`src/rtl/async_rx_sync.sv`:
```
// Clocked receiver for a 2-phase bundled-data channel.
// Synchronizes the request, buffers words in an FWFT FIFO and returns an ack.
module async_rx_sync #(
    parameter int DATA_WIDTH  = 32,
    parameter int SYNC_STAGES = 2,
    parameter int DEPTH       = 4
) (
    input  logic                    clk,
    input  logic                    rst,
    input  logic                    inR,
    input  logic [DATA_WIDTH-1:0]   inData,
    output logic                    outA,
    output logic                    o_valid,
    output logic [DATA_WIDTH-1:0]   o_data,
    input  logic                    i_ready,
    output logic [$clog2(DEPTH):0]  o_count
);

    localparam int AW = $clog2(DEPTH);
    localparam logic [AW:0] FULL = (AW+1)'(DEPTH);

    logic [SYNC_STAGES-1:0] s;
    logic                   sreq;
    logic                   phase;
    logic                   pend;
    logic                   push;
    logic                   pop;
    logic [AW-1:0]          wrPtr;
    logic [AW-1:0]          rdPtr;
    logic [AW:0]            count;
    logic [DATA_WIDTH-1:0]  mem [DEPTH];

    always_ff @(posedge clk or negedge rst) begin
        if (!rst) begin
            s <= '0;
        end else begin
            s <= {s[SYNC_STAGES-2:0], inR};
        end
    end

    assign sreq = s[SYNC_STAGES-1];
    assign pend = sreq ^ phase;
    // Full check uses pre-pop occupancy; a pop frees the slot for the next edge.
    assign push = pend && (count != FULL);
    assign pop  = (count != '0) && i_ready;

    always_ff @(posedge clk or negedge rst) begin
        if (!rst) begin
            phase <= 1'b0;
            wrPtr <= '0;
            rdPtr <= '0;
            count <= '0;
            for (int i = 0; i < DEPTH; i++) begin
                mem[i] <= '0;
            end
        end else begin
            if (push) begin
                mem[wrPtr] <= inData;
                wrPtr      <= wrPtr + 1'b1;
                phase      <= ~phase;
            end
            if (pop) begin
                rdPtr <= rdPtr + 1'b1;
            end
            if (push && !pop) begin
                count <= count + 1'b1;
            end else if (pop && !push) begin
                count <= count - 1'b1;
            end
        end
    end

    assign outA    = phase;
    assign o_valid = (count != '0);
    assign o_data  = mem[rdPtr];
    assign o_count = count;

endmodule
```
`config.mk`:
```
export PLATFORM = sky130hd
export DESIGN_NAME = async_rx_sync
export DESIGN_NICKNAME = d
export VERILOG_FILES = /design/src/rtl/async_rx_sync.sv
export SDC_FILE = /design/constraint.sdc
export NUM_CORES = 1
export LEC_CHECK = 0
export BUFFER_PORTS_ARGS = -buffer_cell sky130_fd_sc_hd__buf_2
export CAP_MARGIN = 10
export CORE_ASPECT_RATIO = 1.1
export CORE_MARGIN = 3
export CORE_UTILIZATION = 55
export DETAILED_ROUTE_END_ITERATION = 12
export GPL_ROUTABILITY_DRIVEN = 1
export HOLD_SLACK_MARGIN = 0.08
export PLACE_DENSITY_LB_ADDON = 0.2
export SLEW_MARGIN = 20
export SYNTH_ARGS = -nofsm -noshare
export SYNTH_HDL_FRONTEND = slang
export SYNTH_SLANG_ARGS = --single-unit
export TNS_END_PERCENT = 10
```
`constraint.sdc`:
```
create_clock -name clk -period 2.5 [get_ports clk]
set_input_delay 0.125 -clock clk [delete_from_list [all_inputs] [get_ports clk]]
set_output_delay 0.125 -clock clk [all_outputs]
set_load 0.05 [all_outputs]
```
## Word level (Yosys, flattened, before mapping)

Cells that the tools add are included.

- Bits in registers: 138
- Input bits: 36
- Output and inout port bits: 37
- Word-level logic and storage cells: 38

- Add/subtract/negate cells: 4
- Order comparisons: 3
- Equality and inequality tests: 1
- Multiplexer cells: 8
- Bitwise operators: 4
- Reduce and logical (&&, ||, !) cells: 9

Operator list:

| operator | count |
|---|---|
| 128-bit bitwise mux | 1 |
| 32-bit 2-to-1 mux | 3 |
| 32-bit binary-select mux with 2-bit select | 1 |
| 32-bit demux with 2-bit select | 1 |
| 3-bit greater-or-equal comparator, second input constant | 2 |
| 3-bit 2-to-1 mux | 2 |
| 2-bit NOT with 3-bit output | 2 |
| 1-bit logical AND | 5 |
| 2-bit by 1-bit adder with 2-bit output, second input constant | 2 |
| 3-bit by 1-bit adder with 3-bit output, second input constant | 1 |
| 3-bit by 1-bit less-than comparator with 1-bit output, second input constant | 1 |
| 3-bit inequality test, second input constant | 1 |
| 3-bit nonzero test | 1 |
| 3-bit by 1-bit subtractor with 3-bit output, second input constant | 1 |
| 1-bit zero test | 2 |
| 2-bit nonzero test | 1 |
| 1-bit NOT | 1 |
| 1-bit bitwise XOR | 1 |

## Logic depth before layout (Yosys ltp)

Gate-level depths: netlist of the first run.

- Depth after elaboration: 6
- Gate-level depth with buffers: 9
- Gate-level depth less buffers: 8

## Least setup slack after synthesis of the first run

OpenSTA, ideal clock, no wires.

- Kind: register to register
- From: reg count[0], in the netlist o_count[0]
- To: reg count[2], in the netlist o_count[2]
- Setup time: 0.082 ns
- Arrival time: 2.454 ns
- Data required time: 2.418 ns
- Slack: -0.036 ns
- Stages on the path, launching flop included: 9
- Buffers on the path: 0
- Clock period less this slack: 2.536 ns
- Path through: dfrtp_1 or3_1 nand2_1 ha_1 inv_1 fa_1 xor2_1 nor2_1 xor2_1

- Cells in the longest elaborated chain, start to end: 5
- Elaborated cells between the ends (all ways): 13
- Those cells by class: 2 x add/sub; 1 x eq/ne; 2 x mux; 8 x reduce/logical

Ends and longest elaborated chain:

| what | RTL line | RTL |
|---|---|---|
| start: declaration | 30 | `logic [AW:0] count;` |
| start signal: assignment | 66 | `count <= count + 1'b1;` |
| start signal: assignment | 68 | `count <= count - 1'b1;` |
| 3-bit nonzero test (*) | -- |  |
| via o_valid | 13 | `output logic o_valid,` |
| 1-bit logical AND (*) | 45 | `assign pop = (count != '0) && i_ready;` |
| 1-bit zero test | 65 | `if (push && !pop) begin` |
| 1-bit logical AND | 65 |  |
| 3-bit 2-to-1 mux / 2-bit nonzero test (equally long branches) | -- |  |

The timed path passes the listed nets; every way through them passes the cells marked *. The select of a mux whose other input is x is not followed.
A chain may end at the register's enable or synchronous reset.

## Worst setup path in the final report of the first run

- From: reg count[1], in the netlist o_count[1]
- To: reg count[1], in the netlist o_count[1]

- Cells in the longest elaborated chain, start to end: 5
- Elaborated cells between the ends (all ways): 13
- Those cells by class: 2 x add/sub; 1 x eq/ne; 2 x mux; 8 x reduce/logical

Ends and longest elaborated chain:

| what | RTL line | RTL |
|---|---|---|
| 3-bit inequality test (*) | 44 | `assign push = pend && (count != FULL);` |
| 1-bit logical AND (*) | 44 |  |
| via push | 26 | `logic push;` |
| 1-bit zero test | 67 | `end else if (pop && !push) begin` |
| 1-bit logical AND | 67 |  |
| 2-bit nonzero test (no line) | -- |  |

Marked as above.

==> results of run 1 <==
## metrics by stage
stage	setup WS, ns	instances	instance area, um2	utilization (%)	hold WS (ns)
global placement	0.437	566	7140	61.9	0.170
detailed placement	0.348	566	7140	61.9	0.180
finish	0.345	633	8130	70.4	0.290
floorplan	0.0456	348	6560	-	-0.171
CTS	0.318	633	8130	70.4	0.308
global route	0.236	633	8130	70.4	0.344
## metal layers
metal  routed length, um  up-vias  global-route usage [%]
met5                   0        -                       0
met4                 244        0                    8.26
met3                 616       17                    5.02
met2                6180       71                    32.1
met1                5720     1798                    30.8
li1                    -     1527                       -
## cells by family (layout without fill, tap and decap cells)
family / after synthesis / in the layout
XOR/XNOR: 7 / 7
buffers and inverters: 24 / 159
flip-flops: 138 / 138
AND/OR/NAND/NOR: 10 / 10
multiplexers: 163 / 163
adder cells (fa/ha/maj): 6 / 6
## registers in the layout, summed over array words and instances (netlist names)
signal and cells:
rdPtr 2, o_count 3, s 2, wrPtr 2, mem 128, outA 1
## how the worst min path moves through the flow
stage,startpoint,end,slack (ns),depth (start not counted)
global placement,rst,mem[87],0.17,1
finish,rst,mem[119],0.29,2
detailed placement,rst,mem[121],0.18,1
global route,inR,s[0],0.34,2
CTS,rst,mem[89],0.31,2
floorplan,rst,mem[0],-0.17,0
## cell usage in the layout (no fill, tap or decap), types with 2 or more instances in the layout
cell | Yosys | layout
inv_6 | 0 | 2
dlygate4sd3_1 | 0 | 35
dfrtp_2 | 0 | 2
buf_2 | 5 | 71
buf_4 | 0 | 11
xor2_1 | 2 | 2
mux4_2 | 32 | 32
nand3_4 | 4 | 4
clkinvlp_4 | 0 | 2
clkbuf_16 | 0 | 17
mux2_2 | 11 | 11
dfrtp_1 | 138 | 136
clkinv_4 | 0 | 3
bufinv_16 | 0 | 4
clkinv_2 | 0 | 3
inv_1 | 3 | 3
buf_12 | 0 | 6
mux2_4 | 120 | 120
ha_1 | 5 | 5
xnor2_1 | 4 | 4
## final cells by class
cell class,count,area (um2)
flip-flops and latches,138,3460
inverters,3,11.3
clock inverters,14,194
multi-input cells,186,2920
clock buffers,18,439
well taps,150,188
repair buffers,124,920
fillers,753,3420
## timing repair
action / CTS / global route
buffers inserted: 0 / 0
hold endpoints to repair: 199 / 0
hold buffers: 35 / 0
endpoints found under the setup margin: 0 / 0
==> metrics.md, run 1 <==
| Metric | Value |
|---|---|
| Total GRT Usage | 21.5% |
| Seq/Total Area, Yosys | 52.7% |
| Antenna Cells | 0 |
| Chip width | 110 um |
| Mapped Area | 6550 um2 |
| DR pass1 iterations | 4 |
| Cts repair resizes | 0 |
| Critical path's slowest cell | dfrtp_1 |
| Finish-stage setup viols | 0 |
| Core area | 11500 um2 |
| Num rows | 41 |
| Final wirelength | 12800 um |
| Worst path required time | 2.80 ns |
| Clock Sinks | 138 |
| Global-route wire length before repair | 21400 um |
| CP endpoint | o_count[1] |
| Arrival @ worst endpoint | 2.46 ns |
| Yosys reg bits | 138 |
| Max-slew violation count | 0 |
| Hpwl dp | 7910 um |
| Netlist cell types | 20 |
| WL/cell | 20.2 um |
| Fraction of registers with async set/reset | 100% |
| Via/cell ratio | 5.39 |
| Setup CP Type | reg2reg |
| Synth Area in XOR/XNOR | 1.22% |
| R2R setup slack | 0.34 ns |
| Worst-margin pin slew | 0.634 ns |
| Outcome | finished clean |
| Iteration-0 DRC Markers | 192 |
| Synth Area in Simple Gates | 1.58% |
| Clock tree root driver cell | clkbuf_16 |
| Synth area leader | dfrtp_1 |
| Fmax | 0.464 GHz |
| Largest family of logic cells by synthesized area | multiplexers |
| Clk slew on worst S/H paths | 0.06 ns |
| Stages on worst setup path | 6 |
| Mapped Cells | 348 |
| Share of post-route cells with drive strength above 1 | 60.5% |
| Die area | 13300 um2 |
| Largest fanout on the critical path | 5 |
| Synth Area in Compound Gates | 0% |
| Fin crit period | 2.16 ns |
| Ranking of synthesized cells by area | dfrtp_1, mux2_4, mux4_2 |
| Worst path buffer plus inverter count | 1 |
| RR Startpoint | o_count[1] |
| Yosys warns | 0 |
| Antenna violations before repair | 0 |
| Antenna viol nets, final | 0 |
| Synth top area share | 52.7% |
| Crit. End Element | register |
| Die Y | 120 um |
| Max Clock Skew | 0.00723 ns |
| Crit-path leading delay family | adder cells |
| Vias in the first global route | 3873 |
| Starting Density | 56.8% |
| H-tree lvl count | 4 |
| PortBufs | 72 |
| Crit path from | o_count[1] |
| Critical Path, Cell by Cell | or3b_1, and2_1, ha_1, inv_1, fa_1, mux2_2 |
| Commonest cells in the netlist | dfrtp_1, mux2_4, mux4_2 |
| Number of synthesized flops with an enable pin | 0 |
| Pin count of the biggest net entering global routing | 71 |
| Type of origin of the critical path | register |
| Clock Latency Late Sink | 0.42 ns |
| RSZ-0062 raised after global routing | no |
| Mapped Nets | 390 |
| I/O pins | 73 |
| Multiplexer share of the synthesized area | 40.4% |
| Vias post-DR | 3413 |
| Synth Area in Adders | 1.26% |
| Clk buf depth | 2 |
| DRC Markers | 0 |
| Gpl congestion | 0.738 |
| Crit share post-route | 86.2% |
| P&R area growth vs syn | 24.0% |
| Syn Area/Cell | 18.8 um2 |
| Count leader, synth | dfrtp_1 |
| Worst hold path class | in2async |
| CTS tree | built |
| Congestion Overflow GR | 0 |
| Relative slew slack | 57.7% |
| MaxCap Viol Count | 0 |
| CP peak stage delay | 0.43 ns |
| Dominant synthesized flop cell | dfrtp_1 |
| Setup TNS | 0 ns |
| Num CTS Buffers | 17 |
| Final number of hold-violating endpoints | 0 |
| FF-to-FF End | o_count[1] |
| # nets final | 512 |
| Worst-case reg-to-reg path depth | 6 |
Power of run 1 is not shown: default switching activity piles up to over one toggle a cycle in this logic, so the estimate is an artifact.
==> run 2, diff against run 1 <==
--- a/config.mk
+++ b/config.mk
@@ -7,13 +7,16 @@
 export LEC_CHECK = 0
 export BUFFER_PORTS_ARGS = -buffer_cell sky130_fd_sc_hd__buf_2
 export CAP_MARGIN = 10
+export CELL_PAD_IN_SITES_DETAIL_PLACEMENT = 0
+export CELL_PAD_IN_SITES_GLOBAL_PLACEMENT = 2
 export CORE_ASPECT_RATIO = 1.1
 export CORE_MARGIN = 3
-export CORE_UTILIZATION = 55
+export CORE_UTILIZATION = 44
 export DETAILED_ROUTE_END_ITERATION = 12
 export GPL_ROUTABILITY_DRIVEN = 1
 export HOLD_SLACK_MARGIN = 0.08
 export PLACE_DENSITY_LB_ADDON = 0.2
+export SKIP_CTS_REPAIR_TIMING = 1
 export SLEW_MARGIN = 20
 export SYNTH_ARGS = -nofsm -noshare
 export SYNTH_HDL_FRONTEND = slang
==> run 2 against run 1 <==
Effect of this change: worst setup slack got worse by 0.013 ns; die area rose by 24%; fmax fell by 0.58%; highest routed layer unchanged; clock-buffer cell count rose by 2; cell count rose by 6.5%; critical path depth fell by 3; utilization fell by 14 points.
==> metrics.md, run 2 (synthesis gave the netlist of run 1 again) <==
| Metric | Value |
|---|---|
| PortBufs | 72 (unchanged) |
| Pin count of the biggest net entering global routing | 77 (+8.5%) |
| Met3 wire length | 487 um (-21%) |
| Clock Sinks | 138 (unchanged) |
| DR pass1 iterations | 4 (unchanged) |
| CTS tree | built |
| Clock Latency Late Sink | 0.42 ns (about the same) |
| Worst hold path class | in2async |
| DRC Markers | 0 (unchanged) |
| Crit share post-route | 86.7% (+0.50 points) |
| Starting Density | 45.2% (-12 points) |
| Num CTS Buffers | 17 (unchanged) |
| Antenna viol nets, final | 0 (unchanged) |
| Total GRT Usage | 16.8% (-4.7 points) |
| Die Y | 134 um (+11%) |
| Core area | 14500 um2 (+26%) |
| Commonest non-fill, non-tap cell in the layout | dfrtp_1 |
| Die area | 16400 um2 (+24%) |
| Finish-stage setup viols | 0 (unchanged) |
| Clk slew on worst S/H paths | 0.06 ns (about the same) |
| Via/cell ratio | 5.08 (-5.8%) |
| Fin crit period | 2.17 ns (+0.0126 ns) |
| # nets final | 511 (-0.20%) |
| Num rows | 46 (+12%) |
| Congestion Overflow GR | 0 (unchanged) |
| Setup TNS | 0 ns (unchanged) |
| Most frequent cells in the layout | dfrtp_1, mux2_4, buf_2 |
| Setup CP Type | reg2out |
| Relative slew slack | 51.4% (-6.3 points) |
| Final wirelength | 12700 um (-0.28%) |
| Global-route wire length before repair | 20800 um (-2.6%) |
| RSZ-0062 raised after global routing | no |
| Most flop-heavy register | mem |
| Max Used Layer | met4 |
| Gpl congestion | 0.705 (-4.5%) |
| MaxCap Viol Count | 0 (unchanged) |
| Fmax | 0.461 GHz (-0.58%) |
| WL/cell | 18.9 um (-6.3%) |
| Arrival @ worst endpoint | 2.04 ns (-0.42 ns) |
| Worst path required time | 2.38 ns (-0.42 ns) |
| P&R area growth vs syn | 24.1% (about the same) |
| Crit. End Element | output pin |
| Vias post-DR | 3423 (+0.29%) |
| Vias in the first global route | 3691 (-4.7%) |
| Metal-1 WL | 6240 um (+9.2%) |
| Outcome | finished clean |
| I/O pins | 73 (unchanged) |
| Clock tree root driver cell | clkbuf_16 |
| Hpwl dp | 7880 um (-0.34%) |
| Antenna violations before repair | 0 (unchanged) |
| Largest fanout on the critical path | 13 (+8) |
| Final number of hold-violating endpoints | 0 (unchanged) |
| Iteration-0 DRC Markers | 140 (-27%) |
| Chip width | 122 um (+11%) |
| Max-slew violation count | 0 (unchanged) |
| Worst-margin pin slew | 0.729 ns (+0.0950 ns) |
| Max Clock Skew | 0.00481 ns (-0.00242 ns) |
| Clk buf depth | 2 (unchanged) |
| Worst-case reg-to-reg path depth | 6 (unchanged) |
| Max FFs per register | 128 (unchanged) |
| Antenna Cells | 0 (unchanged) |
| Share of post-route cells with drive strength above 1 | 60.2% (-0.29 points) |
| H-tree lvl count | 4 (unchanged) |
| Met2 WL | 5840 um (-5.5%) |
| Type of origin of the critical path | register |
-- run 2: changes by cell type in the layout (fill, tap and decap cells not counted), sizes merged --
cell,before,now
buf,89,88
bufinv,4,1
clkbuf,18,20
clkinv,6,8
clkinvlp,2,3
inv,5,3
-- run 2: routing by layer --
| metal | vias up | global-route usage [%] |
|---|---|---|
| met5 | - | 0 |
| met4 | 0 | 5.97 |
| met3 | 15 | 5.19 |
| met2 | 61 | 24.6 |
| met1 | 1822 | 23.8 |
| li1 | 1525 | - |
-- run 2: layout make-up --
type | instances | area, um2
Multi-Input combinational cell | 186 | 2920
Clock inverter | 12 | 100
Sequential cell | 138 | 3460
Fill cell | 1147 | 6370
Clock buffer | 20 | 457
Inverter | 3 | 11.3
Timing Repair Buffer | 123 | 950
Tap cell | 192 | 240
-- run 2: worst paths after layout --
kind | startpoint | endpoint | slack (ns)
max reg2reg | o_count[0] | o_count[1] | 0.40
max | rdPtr[0] | o_data[18] | 0.33
min reg2reg | s[0] | s[1] | 0.36
max in group asynchronous | rst | rdPtr[1] | 1.44
min in group clk | inR | s[0] | 0.35
min | rst | mem[87] | 0.29
-- run 2: per-stage QoR --
step | util [%] | setup WS, ns | hold WS (ns) | cells | area (um2)
floorplan | - | 0.0456 | -0.171 | 348 | 6560
global placement | 49.8 | 0.430 | 0.195 | 607 | 7220
detailed placement | 49.8 | 0.404 | 0.212 | 607 | 7220
CTS | 53.6 | 0.280 | -0.243 | 639 | 7780
global route | 56.1 | 0.215 | 0.338 | 674 | 8130
finish | 56.1 | 0.332 | 0.294 | 674 | 8130
-- run 2: critical path: stages (launching register included) --
cell and delay (ns):
dfrtp_2 0.62, buf_12 0.23, mux4_2 0.53, buf_2 0.23
Power of run 2 is left out for the same reason.
==> run 3, diff against run 2 <==
--- a/config.mk
+++ b/config.mk
@@ -5,7 +5,7 @@
 export SDC_FILE = /design/constraint.sdc
 export NUM_CORES = 1
 export LEC_CHECK = 0
-export BUFFER_PORTS_ARGS = -buffer_cell sky130_fd_sc_hd__buf_2
+export BUFFER_PORTS_ARGS = -buffer_cell sky130_fd_sc_hd__buf_4
 export CAP_MARGIN = 10
 export CELL_PAD_IN_SITES_DETAIL_PLACEMENT = 0
 export CELL_PAD_IN_SITES_GLOBAL_PLACEMENT = 2
==> run 3 against run 2 <==
Effect of this change: fmax fell by 0.17%; via count is 0.44% lower; worst setup slack worse by 0.0037 ns; largest cell class unchanged; critical path type unchanged; clock-buffer cell count grew 3.
==> metrics.md, run 3 (synthesis gave the netlist of run 1 again) <==
| Metric | Value |
|---|---|
| Outcome | finished clean |
| R2R setup slack | 0.34 ns (-0.06 ns) |
| Final wirelength | 13000 um (+2.2%) |
| MaxCap Viol Count | 0 (unchanged) |
| Max Clock Skew | 0.00593 ns (+0.00112 ns) |
| Num CTS Buffers | 17 (unchanged) |
| Arrival @ worst endpoint | 2.05 ns (about the same) |
| Relative slew slack | 57.5% (+6.1 points) |
| Most flop-heavy register | mem |
| Chip width | 122 um (unchanged) |
| Crit. End Element | output pin |
| Die area | 16400 um2 (unchanged) |
| Worst-case reg-to-reg path depth | 6 (unchanged) |
| Die Y | 134 um (unchanged) |
| Core area | 14500 um2 (unchanged) |
| Crit share post-route | 86.9% (+0.15 points) |
| Vias in the first global route | 3794 (+2.8%) |
| H-tree lvl count | 4 (unchanged) |
| Clock Latency Late Sink | 0.41 ns (about the same) |
| I/O pins | 73 (unchanged) |
| Clock Sinks | 138 (unchanged) |
| Clk buf depth | 2 (unchanged) |
| Largest fanout on the critical path | 13 (unchanged) |
| Starting Density | 45.2% (unchanged) |
| Antenna violations before repair | 0 (unchanged) |
| # nets final | 511 (unchanged) |
| RR Startpoint | o_count[1] |
| Pin count of the biggest net entering global routing | 69 (-10%) |
| Hpwl dp | 8110 um (+2.9%) |
| Max FFs per register | 128 (unchanged) |
| P&R area growth vs syn | 26.8% |
| CTS tree | built |
| Global-route wire length before repair | 21300 um (+2.2%) |
| Antenna viol nets, final | 0 (unchanged) |
| Commonest non-fill, non-tap cell in the layout | dfrtp_1 |
| DRC Markers | 0 (unchanged) |
| DR pass1 iterations | 4 (unchanged) |
| Fmax | 0.460 GHz (-0.17%) |
| Type of origin of the critical path | register |
| Share of post-route cells with drive strength above 1 | 59.9% (-0.29 points) |
| Worst path required time | 2.38 ns (about the same) |
| Gpl congestion | 0.717 (+1.7%) |
| Crit path from | rdPtr[0] |
| Congestion Overflow GR | 0 (unchanged) |
| PortBufs | 72 (unchanged) |
| Vias post-DR | 3408 (-0.44%) |
| Finish-stage setup viols | 0 (unchanged) |
| Num rows | 46 (unchanged) |
| Worst hold path class | in2async |
| Iteration-0 DRC Markers | 173 (+24%) |
| Max-slew violation count | 0 (unchanged) |
| Final number of hold-violating endpoints | 0 (unchanged) |
| RSZ-0062 raised after global routing | no |
| Most frequent cells in the layout | dfrtp_1, mux2_4, buf_4 |
| Setup CP Type | reg2out |
| FF-to-FF End | o_count[1] |
| Via/cell ratio | 5.06 (-0.29%) |
| Worst-margin pin slew | 0.638 ns (-0.0915 ns) |
| Antenna Cells | 0 (unchanged) |
| Total GRT Usage | 17.2% (+0.37 points) |
| Setup TNS | 0 ns (unchanged) |
| WL/cell | 19.3 um (+2.4%) |
| Clock tree root driver cell | clkbuf_16 |
| Clk slew on worst S/H paths | 0.06 ns (about the same) |
| Fin crit period | 2.17 ns (+0.00368 ns) |
==> run 3: changes by cell type in the layout (fill, tap and decap cells not counted), moves of 2 or more <==
cell	previous run	this run
buf_12	9	7
clkinvlp_4	3	1
clkinv_4	2	0
buf_2	71	0
buf_4	7	80
clkbuf_8	2	4
==> run 3: area by class of cell <==
type	count	area, um2
Clock inverter	8	92.6
Tap cell	192	240
Fill cell	1178	6200
Multi-Input combinational cell	186	2920
Sequential cell	138	3460
Timing Repair Buffer	123	1100
Clock buffer	23	488
Inverter	3	11.3
==> run 3: worst max path at each step <==
| stage | slack [ns] | end |
|---|---|---|
| floorplan | 0.05 | o_count[1] |
| global placement | 0.42 | o_count[1] |
| detailed placement | 0.33 | o_count[1] |
| CTS | 0.28 | o_data[14] |
| global route | 0.22 | o_data[14] |
| finish | 0.33 | o_data[14] |
==> run 3: metal layers <==
metal | part of all wire (%) | vias to the layer above | GRT usage (%)
met5 | 0 | - | 0
met3 | 4.3 | 17 | 4.60
met4 | 1.7 | 0 | 5.97
li1 | - | 1527 | -
met1 | 46 | 1802 | 24.1
met2 | 48 | 62 | 25.9
==> run 3: through the flow <==
stage / utilization (%) / std cells / hold WS, ns / setup WS, ns / area [um2]
final: 57.3 / 673 / 0.278 / 0.328 / 8310
after global routing: 57.3 / 673 / 0.331 / 0.223 / 8310
after CTS: 54.9 / 638 / -0.269 / 0.277 / 7960
after detailed placement: 50.9 / 607 / 0.173 / 0.330 / 7380
after global placement: 50.9 / 607 / 0.158 / 0.424 / 7380
after floorplan: - / 348 / -0.171 / 0.0456 / 6560
==> run 3: critical path, stage by stage, from the launching register on <==
cell	delay [ns]
dfrtp_2	0.62
buf_12	0.23
mux4_2	0.55
buf_4	0.22
Power of run 3 is left out for the same reason.
